===== config.mk =====
export PLATFORM = sky130hd
export DESIGN_NAME = tdm_demux4
export DESIGN_NICKNAME = d
export VERILOG_FILES = /design/src/rtl/tdm_demux4.sv
export SDC_FILE = /design/constraint.sdc
export NUM_CORES = 1
export LEC_CHECK = 0
export ABC_AREA = 1
export BUFFER_PORTS_ARGS = -buffer_cell sky130_fd_sc_hd__buf_4
export CAP_MARGIN = 10
export CORE_ASPECT_RATIO = 0.75
export CORE_UTILIZATION = 55
export CTS_CLUSTER_SIZE = 25
export DETAILED_ROUTE_END_ITERATION = 6
export HOLD_SLACK_MARGIN = 0.08
export PLACE_DENSITY = 0.75
export SLEW_MARGIN = 10
export SYNTH_ARGS = -nofsm -noshare
export SYNTH_HDL_FRONTEND = slang
export SYNTH_SLANG_ARGS = --single-unit

===== constraint.sdc =====
create_clock -name clk -period 2.6 [get_ports clk]
set_input_delay 0 -clock clk [delete_from_list [all_inputs] [get_ports clk]]
set_output_delay 0 -clock clk [all_outputs]
set_load 0.05 [all_outputs]

===== src/rtl/tdm_demux4.sv =====
// Receive side of the 4-channel bit-interleaved TDM link: routes serial bits into four
// per-channel shift registers and presents a parallel frame. Define TDM_STRICT_SYNC_EN to require frame_sync on every frame.
module tdm_demux4 #(
  parameter int WIDTH = 8
) (
  input  logic                 clk,
  input  logic                 rst_n,
  input  logic                 din,
  input  logic                 din_valid,
  input  logic                 frame_sync,
  output logic [4*WIDTH-1:0]   dout,
  output logic                 dout_valid,
  output logic [1:0]           slot,
  output logic                 locked,
  output logic                 sync_err
);

  localparam int BW = (WIDTH > 2) ? $clog2(WIDTH) : 1;
  localparam logic [BW-1:0] LAST_BIT = BW'(WIDTH - 1);

  typedef enum logic {HUNT, SYNC} state_t;

  state_t                    state, next_state;
  logic [BW-1:0]             bit_idx, bit_idx_next;
  logic [1:0]                slot_next;
  logic [3:0][WIDTH-1:0]     chan, chan_next;
  logic                      frame_done;
  logic                      err;
  logic                      at_start;

  assign at_start = (slot == 2'd0) && (bit_idx == '0);

  always_ff @(posedge clk or negedge rst_n) begin
    if (!rst_n) state <= HUNT;
    else        state <= next_state;
  end

  // Each channel sees exactly WIDTH shifts per frame, so stale bits left by a
  // discarded partial frame are pushed out without an explicit clear.
  always_comb begin
    next_state   = state;
    slot_next    = slot;
    bit_idx_next = bit_idx;
    chan_next    = chan;
    frame_done   = 1'b0;
    err          = 1'b0;
    if (din_valid) begin
      case (state)
        HUNT: begin
          if (frame_sync) begin
            chan_next[0] = {chan[0][WIDTH-2:0], din};
            slot_next    = 2'd1;
            bit_idx_next = '0;
            next_state   = SYNC;
          end
        end
        SYNC: begin
          if (frame_sync && !at_start) begin
            err          = 1'b1;
            chan_next[0] = {chan[0][WIDTH-2:0], din};
            slot_next    = 2'd1;
            bit_idx_next = '0;
          end
`ifdef TDM_STRICT_SYNC_EN
          else if (!frame_sync && at_start) begin
            err          = 1'b1;
            slot_next    = 2'd0;
            bit_idx_next = '0;
            next_state   = HUNT;
          end
`endif
          else begin
            chan_next[slot] = {chan[slot][WIDTH-2:0], din};
            slot_next       = slot + 2'd1;
            if (slot == 2'd3) begin
              if (bit_idx == LAST_BIT) begin
                bit_idx_next = '0;
                frame_done   = 1'b1;
              end else begin
                bit_idx_next = bit_idx + 1'b1;
              end
            end
          end
        end
        default: next_state = HUNT;
      endcase
    end
  end

  always_comb begin
    locked = (state == SYNC);
  end

  // dout takes chan_next so the final bit of the frame is included in the load.
  always_ff @(posedge clk or negedge rst_n) begin
    if (!rst_n) begin
      slot       <= 2'd0;
      bit_idx    <= '0;
      chan       <= '0;
      dout       <= '0;
      dout_valid <= 1'b0;
      sync_err   <= 1'b0;
    end else begin
      slot       <= slot_next;
      bit_idx    <= bit_idx_next;
      chan       <= chan_next;
      dout_valid <= frame_done;
      sync_err   <= err;
      if (frame_done) dout <= chan_next;
    end
  end

endmodule

* After elaboration in Yosys (flattened, before gate mapping)
Cells that the tools add are included.
Storage, ports and cells: register bits 72, output and inout bits 37, word-level logic and storage cells 56
Cells by class: $add $sub $neg 2, magnitude comparators 2, equality and inequality tests 4, muxes and demuxes 29, bitwise operators 1, reduce and logical (&&, ||, !) cells 8
Operator list (count):
- $mux 24 | 2
- $bwmux 32 | 1
- $mux 32 | 1
- $mux 8 | 3
- $bmux 8 s2 | 1
- $demux 8 s2 | 1
- $pmux 8 s2 | 1
- $mux 3 | 4
- $mux 1 | 10
- $mux 7 | 1
- $pmux 3 s2 | 1
- $mux 2 | 2
- $pmux 2 s2 | 1
- $add 3x1->3 const B | 1
- $eq 3x3->1 const B | 1
- $logic_and 1x1->1 | 3
- $logic_not 3->1 | 1
- $lt 2x3->1 const B | 1
- $ne 3x1->1 const B | 1
- $reduce_and 3->1 | 1
- $add 2x1->2 const B | 1
- $eq 2x2->1 const B | 1
- $ge 2x1->1 const B | 1
- $logic_not 2->1 | 1
- 4 further kinds | 4

* Longest topological paths before layout
Gate-level depths: netlist of run 1.
word-level depth 8, depth in mapped cells 13, gate-level depth less buffers 10

* Worst setup path after synthesis of run 1
OpenSTA, ideal clock, no wires.
path type register to register, start register slot[1], end register dout[10], library setup time 0.066 ns, arrival time 2.192 ns, slack 0.342 ns, stages on the path, launching flop included 13, path buffers 3, clock period less this slack 2.258 ns, cell sequence dfrtp_1 > buf_4 > clkinv_1 > ha_1 > buf_4 > nand3_4 > nand2_4 > nand3_4 > nor2_8 > inv_2 > buf_2 > nand2_1 > nand2_1
Between the ends: word-level cells in the longest chain between the ends 8, elaborated cells on any way between the ends 20, classes of those cells order compare (2); eq/ne (1); mux (12); reduce/logical (5)
RTL lines:
- start: declaration | RTL line 13 | output logic [1:0] slot,
- start signal: assignment | RTL line 104 | slot <= slot_next;
- $lt 2x3->1 (not written as such) / $ge 2x1->1 (equally long branches) | RTL line 73 | chan_next[slot] = {chan[slot][WIDTH-2:0], din};
- $logic_and 1x1->1 (not written as such) | RTL line 73
- $mux 8 (not written as such) | RTL line 73
- $demux 8 s2 | RTL line 73
- $bwmux 32 | RTL line 73
- $mux 24 | RTL line 58 | if (frame_sync && !at_start) begin
- $mux 24 | RTL line 48 | case (state)
- $mux 32 | RTL line 47 | if (din_valid) begin
- end signal: assignment | RTL line 109 | if (frame_done) dout <= chan_next;
- end: declaration | RTL line 11 | output logic [4*WIDTH-1:0] dout,
Parallel ways exist; a longest one is shown, timed or not. The select of a mux whose other input is x is not followed. A chain may end at the register's enable or synchronous reset.

* Final worst setup path of run 1
start register slot[1], end register dout[30]
The elaborated chain is that of the path after synthesis.

==> metrics, run 1 <==
outcome=completed; sequential area share after synthesis=51.8%; drt initial violations=229; Clk network pwr share=23.9%; gr usage total=26.0%; Initial Util=58.0%; Slew Viols, Final=0; io pins=42; Final Hold Fails=0; Final GP Congestion=0.858; Reg power frac=42.9%; Routed WL=7850 um; # setup viols final=0; Data arrival, critical path=2.49 ns; Syn Std Cell Area=0.00343 mm2; CTS Buf Count=9; flop-to-flop setup slack=0.38 ns; R2R Path End=dout[30]$_DFFE_PN0P_; initial antenna violation count=0; Hold Crit Class=in -> async; clock-pin slew on the worst setup and hold paths=0.08 ns; DIE HEIGHT=70.4 um; Rows=24; post-DP HPWL=5320 um; cells resized by post-CTS repair=0; Synthesis Warnings=0; Internal=0.00221 W; share of layout cells above drive strength 1=16.4%; critical path type=reg -> reg; Clock Skews=0.00649 ns; max_slew headroom=41.6%; post-route antenna net violation count=0; # Post-CTS Setup Buffers=0; Netlist cell types=23; Initial DRT Pass Iterations=4; worst reg-to-reg path cell count=9; leakage=2.13 nW; P&R area growth vs syn=16.2%; Hold Buf Count CTS=5; drt drc=0; combinational share of power=33.2%; Post-Syn Nets=436; setup TNS=0 ns; Die ar.=0.00656 mm2; commonest non-fill, non-tap cell in the layout=nand2_1; launch point of the worst reg-to-reg path=slot[1]$_DFFE_PN0P_; startpoint types=register; Clk Latency, worst-skew pair=0.35 ns; Worst-Margin Slew=0.876 ns; vias=2814; root buf cell=clkbuf_8; VDD IR-drop max=450 uV; Die Span X=93.2 um; Max clock buf depth=2; Final min period=2.22 ns; Final Cell Area=0.00398 mm2; number of global-route vias before repair=2571; crit end category=register; FMAX=0.449 GHz; CTS tree=built; Sw Pwr=0.00148 W; largest net degree at the start of global routing=72; CTS H-Tree Depth=3; max_cap viols=0; gr ovfl total=0; DP Area=0.00374 mm2; WP data required=2.86 ns; Mapped Cells=424; Switching Fraction=40.1%; wire length per cell=14.3 um; core area=0.00592 mm2; final net count=477; most frequent cells in the layout=nand2_1 (196), dfrtp_1 (71), buf_4 (45); PwrDens=925 mW/mm2; DR vias/cell=5.14; ANT cells=0; #FFs+latches synth=71; CTS Sinks=71; Avg Cell Area, Syn=8.09 um2; PortBufs=41; RSZ-0062 raised after global routing=false; global-route wire length before repair=12800 um; critical-path maximum fanout=40; period utilization=85.6%
-- stage by stage --
step / power [W] / util, % / hold slack, ns / setup WS [ns] / instances
2_1_floorplan: 0.00242 / - / -0.296 / 0.342 / 424
3_3_place_gp: 0.00275 / 63.2 / 0.177 / 0.557 / 527
3_5_place_dp: 0.00280 / 63.2 / 0.182 / 0.402 / 527
4_1_cts: 0.00369 / 67.3 / 0.339 / 0.392 / 548
5_1_grt: 0.00393 / 67.3 / 0.413 / 0.231 / 548
6_report: 0.00369 / 67.3 / 0.311 / 0.375 / 548
-- cells in the mapped netlist, drive strengths merged --
library cell / instances / area (um2)
ha: 7 / 87.6
inv: 19 / 71.3
nand3: 34 / 205
clkbuf: 4 / 15.0
nand2: 197 / 747
clkinv: 1 / 3.75
a21oi: 1 / 5.00
nand4: 7 / 43.8
o21ai: 37 / 189
nor2: 16 / 76.3
or2: 7 / 43.8
a21boi: 7 / 52.6
buf: 16 / 111
dfrtp: 71 / 1780
-- per-layer routing --
metal,vias to the layer above,part of all wire (%),GRT usage [%]
met3,8,7.1,8.17
met5,-,0,0
li1,1430,-,-
met2,94,44,37.0
met4,0,1.2,7.52
met1,1282,48,38.1
-- power by group through the flow --
stage / registers [W] / logic [W] / clock network [W]
global route: 0.00161 / 0.00138 / 0.000949
global placement: 0.00158 / 0.00118 / 0
finish: 0.00158 / 0.00122 / 0.000879
detailed placement: 0.00159 / 0.00121 / 0
floorplan: 0.00161 / 0.000816 / 0
CTS: 0.00157 / 0.00122 / 0.000899
-- worst max-delay path, stage by stage (launching register included) --
cell and delay (ns):
dfrtp_1 0.36, clkinv_1 0.25, ha_1 0.33, nand3_4 0.16, nand2_4 0.10, nand3_4 0.17
nor2_8 0.04, inv_2 0.46, nand2_1 0.12, o21ai_1 0.13
-- sequential cells by signal (all words and copies together) (netlist names) --
register and flops:
dout 32, dout_valid 1, chan 31, locked 1, slot 2, bit_idx 3, sync_err 1
-- how the worst max path moves through the flow --
stage / depth (start not counted) / end / start
2_1_floorplan: 12 / dout[10]$_DFFE_PN0P_ / slot[1]$_DFFE_PN0P_
4_1_cts: 9 / dout[30]$_DFFE_PN0P_ / slot[1]$_DFFE_PN0P_
3_3_place_gp: 9 / dout[24]$_DFFE_PN0P_ / slot[1]$_DFFE_PN0P_
5_1_grt: 9 / dout[30]$_DFFE_PN0P_ / slot[1]$_DFFE_PN0P_
6_report: 9 / dout[30]$_DFFE_PN0P_ / slot[1]$_DFFE_PN0P_
3_5_place_dp: 9 / dout[30]$_DFFE_PN0P_ / slot[1]$_DFFE_PN0P_
-- final cells by class --
cell class / count / area, um2
Multi-Input combinational cell: 313 / 1450
Clock inverter: 6 / 67.6
Fill cell: 488 / 1930
Inverter: 20 / 75.1
Timing Repair Buffer: 50 / 388
Sequential cell: 71 / 1780
Clock buffer: 10 / 128
Tap cell: 78 / 97.6
-- cells by family after synthesis --
family	synth area share [%]
adder cells (fa/ha/maj)	2.55
AO/OA/AOI/OAI	7.19
buffers and inverters	5.88
AND/OR/NAND/NOR	32.6
flip-flops	51.8
Note: power is estimated with default switching activity, not from simulation.
==> run 2: changes to the inputs <==
ABC_AREA = not set   (was 1)
==> run 2 against run 1 <==
  * Sequential power is essentially flat
  * Cell area is 2.9% higher
  * Synthesized cell count decreased by 22%
  * Utilization is 1.6 points higher
  * Fmax grew 0.72%
  * Hold slack lost 0.015 ns
  * First-iteration DRC count fell by 27%
  * Via count decreased by 8.3%
  * Synthesized area increased by 0.91%
  * Register-to-register slack improved by 0.02 ns
  * Clock-buffer cell count is 1 higher
==> metrics, run 2 <==
VDD IR-drop max=573 uV (+27%); most frequent cells in the layout=dfrtp_1 (69), nand2_1 (59), buf_4 (49); most frequent cell after synthesis=dfrtp_1; WP data required=2.82 ns (-0.04 ns); gr usage total=25.5% (-0.49 points); commonest non-fill, non-tap cell in the layout=dfrtp_1; Post-Syn Nets=341 (-22%); DIE HEIGHT=70.7 um (+0.44%); critical-path maximum fanout=14 (-65%); Hold Crit Class=in -> async; PwrDens=950 mW/mm2 (+2.6%); core area=0.00595 mm2 (+0.51%); Post-synth EDFFs=0 (unchanged); met3 wire length=518 um (-7.0%); max layer used=met4; sequential area share after synthesis=51.4% (-0.47 points); drt initial violations=167 (-27%); global-route wire length before repair=12700 um (-0.65%); leakage=2.16 nW (+1.2%); vias=2581 (-8.3%); Synth Flop Type=dfrtp_1; post-DP HPWL=5110 um (-4.0%); DP Area=0.00384 mm2 (+2.9%); P&R area growth vs syn=18.5%; Largest regs=dout (32), chan (31), bit_idx (3); largest register by flop count=dout; gr ovfl total=0 (unchanged); max_slew headroom=42.5% (+0.91 points); critical path type=reg -> reg; Rows=24 (unchanged); Max clock buf depth=2 (unchanged); Clk Latency, worst-skew pair=0.35 ns (about the same); most frequent cells after synthesis=dfrtp_1 (71), nand2_1 (59), mux2i_1 (37); Syn Std Cell Area=0.00346 mm2 (+0.91%); Routed WL=7420 um (-5.4%); worst reg-to-reg path cell count=6 (-3); period utilization=85.0% (-0.61 points); share of layout cells above drive strength 1=22.1% (+5.7 points); CTS tree=built; Netlist cell types=36 (+57%); # setup viols final=0 (unchanged); drt drc=0 (unchanged); DR vias/cell=5.64 (+9.7%); Final Hold Fails=0 (unchanged); max_cap viols=0 (unchanged); Initial Util=58.2% (+0.23 points); outcome=completed; Mapped Cells=329 (-22%); WL met1=3520 um (-6.4%); FMAX=0.453 GHz (+0.72%); Worst-Margin Slew=0.862 ns (-0.0136 ns); Clock Skews=0.00803 ns (+0.00154 ns); setup TNS=0 ns (unchanged); PortBufs=41 (unchanged); Initial DRT Pass Iterations=4 (unchanged); largest net degree at the start of global routing=72 (unchanged); startpoint types=register; Avg Cell Area, Syn=10.5 um2 (+30%); Die Span X=93.6 um (+0.45%); launch point of the worst reg-to-reg path=slot[1]$_DFFE_PN0P_; ANT cells=0 (unchanged); #FFs+latches synth=71 (unchanged); root buf cell=clkbuf_8; cell accounting for the most synthesized area=dfrtp_1; CTS Sinks=71 (unchanged); Die ar.=0.00661 mm2 (+0.89%); top post-synthesis cells by area=dfrtp_1 (51%), mux2i_1 (11%), nand2_1 (6.4%); initial antenna violation count=0 (unchanged); wire length per cell=16.2 um (+13%); crit end category=register; CTS H-Tree Depth=3 (unchanged); Final Cell Area=0.00410 mm2 (+2.9%); # Post-CTS Setup Buffers=0 (unchanged); Yosys top cell area share=51.4% (-0.47 points); Data arrival, critical path=2.43 ns (-0.06 ns); critical path startpoint=slot[1]$_DFFE_PN0P_; clock-pin slew on the worst setup and hold paths=0.08 ns (about the same); wire length on met2=3250 um (-5.4%); CTS Buf Count=9 (unchanged); Final min period=2.21 ns (-0.0159 ns); post-route antenna net violation count=0 (unchanged); Final GP Congestion=0.883 (+2.9%); number of global-route vias before repair=2516 (-2.1%); R2R Path End=dout[4]$_DFFE_PN0P_; critical path endpoint=dout[4]$_DFFE_PN0P_; io pins=42 (unchanged); asr flop ratio synth=100% (unchanged); max reg flops=32 (unchanged); flop-to-flop setup slack=0.39 ns (+0.02 ns); Synthesis Warnings=0 (unchanged); RSZ-0062 raised after global routing=false; final net count=387 (-19%); Slew Viols, Final=0 (unchanged)
-- run 2: cell types whose count changed after synthesis, sizes merged, moves of 11 or more --
cell    before  now
mux2         0   13
nand3       34    2
a221oi       0   11
mux2i        0   37
nand2      197   59
-- run 2: cell type report --
type | count | area (um2)
fill | 457 | 1850
sequential | 71 | 1780
multi-input combinational | 221 | 1530
timing repair buffer | 53 | 408
clock buffer | 11 | 131
tap | 78 | 97.6
clock inverter | 5 | 82.6
inverter | 19 | 71.3
-- run 2: what timing repair did --
| item | CTS | global route |
|---|---|---|
| hold buffers | 4 | 0 |
| endpoints found under the hold margin | 88 | 0 |
| gates resized for setup | 0 | 0 |
-- run 2: stage by stage --
| stage | power [W] | utilization [%] | cells | hold slack (ns) | worst slack (ns) |
|---|---|---|---|---|---|
| 3_3_place_gp | 0.00290 | 64.7 | 438 | 0.171 | 0.466 |
| 3_5_place_dp | 0.00294 | 64.7 | 438 | 0.171 | 0.444 |
| 2_1_floorplan | 0.00256 | - | 329 | -0.296 | 0.00295 |
| 5_1_grt | 0.00414 | 68.9 | 458 | 0.397 | 0.149 |
| 6_report | 0.00389 | 68.9 | 458 | 0.296 | 0.391 |
| 4_1_cts | 0.00391 | 68.9 | 458 | 0.335 | 0.387 |
-- run 2: how the worst min path moves through the flow --
stage | from | end
after floorplan | rst_n | bit_idx[0]$_DFFE_PN0P_
after global placement | rst_n | dout[7]$_DFFE_PN0P_
after detailed placement | rst_n | dout[7]$_DFFE_PN0P_
after CTS | rst_n | chan[3]$_DFF_PN0_
after global routing | rst_n | dout[6]$_DFFE_PN0P_
final | rst_n | dout[7]$_DFFE_PN0P_
-- run 2: power by group --
| part | internal (W) | switching [W] |
|---|---|---|
| registers | 0.00135 | 0.000218 |
| logic | 0.000559 | 0.000816 |
| clock network | 0.000542 | 0.000408 |
-- run 2: logic make-up after synthesis --
kind of cell / synth area share [%]
DFF: 51.4
buffers and inverters: 4.67
muxes: 16.0
adders and majority gates: 2.53
and+or+nand+nor: 11.6
AOI/OAI and AO/OA: 13.9
-- run 2: per-layer routing --
| layer | global-route usage [%] | up-vias |
|---|---|---|
| met1 | 37.1 | 1246 |
| met3 | 6.45 | 14 |
| met4 | 9.74 | 0 |
| met2 | 37.0 | 84 |
| li1 | - | 1237 |
| met5 | 0 | - |
-- run 2: worst max-delay path, cell delays in order, from the launching register on --
cell	delay, ns
dfrtp_2	0.50
inv_1	0.10
ha_1	0.16
and3b_1	0.54
nor3_2	0.17
a221oi_1	0.44
o21ai_0	0.16
==> run 3: changes to the inputs <==
CORE_UTILIZATION = 52   (was 55)
PLACE_DENSITY = 0.74   (was 0.75)
clock period = 1.77 ns   (was 2.6 ns; I/O delays follow)
==> run 3 against run 2 <==
  * The run now ends with setup timing left
  * Final cell count rose by 8.5%
  * Register-to-register slack got worse by 0.48 ns
  * Non-clock buffer count rose by 35
  * Cell area rose by 15%
  * Utilization rose by 5.4 points
  * Sequential share of layout area fell by 5.7 points
  * Highest routed layer unchanged
==> metrics, run 3 (same netlist as run 2, synthesis figures left out) <==
DR vias/cell=5.59 (-0.78%); crit end category=register; CTS Sinks=71 (unchanged); max_cap viols=0 (unchanged); drt initial violations=206 (+23%); placed insts=473 (+8.0%); Initial DRT Pass Iterations=4 (unchanged); Clock Skews=0.00688 ns (-0.00114 ns); worst hold slack=0.241 ns (-0.0554 ns); post-route antenna net violation count=0 (unchanged); max_slew headroom=53.7% (+11 points); largest register by flop count=dout; critical path type=reg -> reg; Die ar.=0.00699 mm2 (+5.6%); max reg flops=32 (unchanged); launch point of the worst reg-to-reg path=slot[0]$_DFFE_PN0P_; failing checks=setup timing; VDD IR-drop max=796 uV (+39%); CTS tree=built; ANT cells=0 (unchanged); core area=0.00635 mm2 (+6.8%); share of layout cells above drive strength 1=37.0% (+15 points); gr usage total=27.3% (+1.7 points); initial antenna violation count=0 (unchanged); Clk Latency, worst-skew pair=0.35 ns (about the same); worst reg-to-reg path cell count=7 (+1); Filler cells=455 (-0.44%); final net count=423 (+9.3%); Final min period=1.86 ns (-0.348 ns); number of global-route vias before repair=2845 (+13%); Routed WL=8950 um (+21%); global-route wire length before repair=14000 um (+9.9%); critical-path maximum fanout=6 (-8); RSZ-0062 raised after global routing=true; io pins=42 (unchanged); FMAX=0.537 GHz (+19%); Final GP Congestion=0.849 (-3.9%); root buf cell=clkbuf_8; WP data required=2.05 ns (-0.77 ns); DP Area=0.00416 mm2 (+8.2%); largest net degree at the start of global routing=55 (-24%); period utilization=105% (+20 points); clock-pin slew on the worst setup and hold paths=0.08 ns (about the same); CTS Buf Count=9 (unchanged); Rows=25 (+4.2%); most frequent cells in the layout=buf_4 (76), dfrtp_1 (69), nand2_1 (58); outcome=complete, but fails checks; worst setup margin=-0.0906 ns (-0.482 ns); Final Cell Area=0.00472 mm2 (+15%); Worst-Margin Slew=0.695 ns (-0.167 ns); PortBufs=41 (unchanged); Die Span X=96.2 um (+2.8%); PwrDens=1480 mW/mm2 (+55%); flop-to-flop setup slack=-0.09 ns (-0.48 ns); leakage=2.34 nW (+8.4%); commonest non-fill, non-tap cell in the layout=buf_4; gr ovfl total=0 (unchanged); Data arrival, critical path=2.14 ns (-0.29 ns); startpoint types=register; Non-Filler Instances=497 (+8.5%); wire length per cell=18.0 um (+11%); P&R area growth vs syn=36.4%; CTS H-Tree Depth=3 (unchanged); Hold Crit Class=in -> async; Slew Viols, Final=0 (unchanged); Initial Util=54.5% (-3.7 points); Largest regs=dout (32), chan (31), bit_idx (3); final design utilization=74.3% (+5.4 points); worst slack, placed=-0.107 ns (-0.551 ns); Final Hold Fails=0 (unchanged); drt drc=0 (unchanged); # setup viols final=19 (+19); DIE HEIGHT=72.6 um (+2.8%); R2R Path End=dout[17]$_DFFE_PN0P_; vias=2779 (+7.7%); Max clock buf depth=2 (unchanged); post-DP HPWL=5880 um (+15%)
[run 3: cell types whose count changed in the layout (fill, tap and decap cells not counted), sizes merged]
cell	change
buf	+35
clkbuf	-1
inv	+1
clkinvlp	+2
clkinv	-1
[run 3: area by class of cell]
cell class | instances | area (um2) | share of cell area (%)
Multi-Input combinational cell | 221 | 1790 | 38.0
Sequential cell | 71 | 1780 | 37.7
Timing Repair Buffer | 88 | 734 | 15.6
Clock buffer | 10 | 128 | 2.70
Tap cell | 81 | 101 | 2.15
Clock inverter | 6 | 92.6 | 1.96
Inverter | 19 | 83.8 | 1.78
Timing Repair inverter | 1 | 5.00 | 0.106
[run 3: worst max path at each step]
| stage | cells after the start | startpoint | slack [ns] | to |
|---|---|---|---|---|
| after floorplan | 9 | slot[1]$_DFFE_PN0P_ | -0.62 | dout[16]$_DFFE_PN0P_ |
| after global placement | 8 | bit_idx[0]$_DFFE_PN0P_ | -0.07 | dout[13]$_DFFE_PN0P_ |
| after detailed placement | 8 | bit_idx[0]$_DFFE_PN0P_ | -0.11 | dout[15]$_DFFE_PN0P_ |
| after CTS | 6 | slot[0]$_DFFE_PN0P_ | -0.08 | dout[16]$_DFFE_PN0P_ |
| after global routing | 7 | slot[0]$_DFFE_PN0P_ | -0.12 | dout[1]$_DFFE_PN0P_ |
| final | 7 | slot[0]$_DFFE_PN0P_ | -0.09 | dout[17]$_DFFE_PN0P_ |
[run 3: routing by layer]
metal / GRT usage (%) / share of wire [%] / vias to the layer above
met5: 0 / 0 / -
met4: 7.96 / 0.89 / 0
met3: 5.73 / 4.4 / 10
met2: 45.3 / 51 / 78
met1: 36.2 / 44 / 1382
li1: - / - / 1309
[run 3: metrics by stage]
step,TNS (ns),power [W]
detailed placement,-1.91,0.00492
global placement,-0.765,0.00483
global route,-1.98,0.00731
finish,-0.634,0.00697
floorplan,-21.45,0.00391
CTS,-1.03,0.00651
[run 3: report_power, final]
part | switching (W) | internal (W)
clock | 0.000642 | 0.000804
sequential | 0.000362 | 0.00198
combinational | 0.00164 | 0.00153
total | 0.00265 | 0.00432
[run 3: repair_timing]
| item | 4_1_cts | 5_1_grt |
|---|---|---|
| hold buffers | 4 | 0 |
| gates resized for setup | 19 | 41 |
| setup buffers | 2 | 2 |
| pin swaps | 6 | 10 |
| endpoints found under the hold margin | 67 | 0 |
| setup endpoints to repair | 41 | 54 |
| gates cloned | 0 | 1 |
[run 3: worst max-delay path: stages, from the launching register on]
cell	delay, ns
dfrtp_2	0.43
buf_4	0.17
buf_4	0.18
mux2i_1	0.17
buf_4	0.17
mux2i_1	0.34
mux2i_1	0.18
o21ai_1	0.14
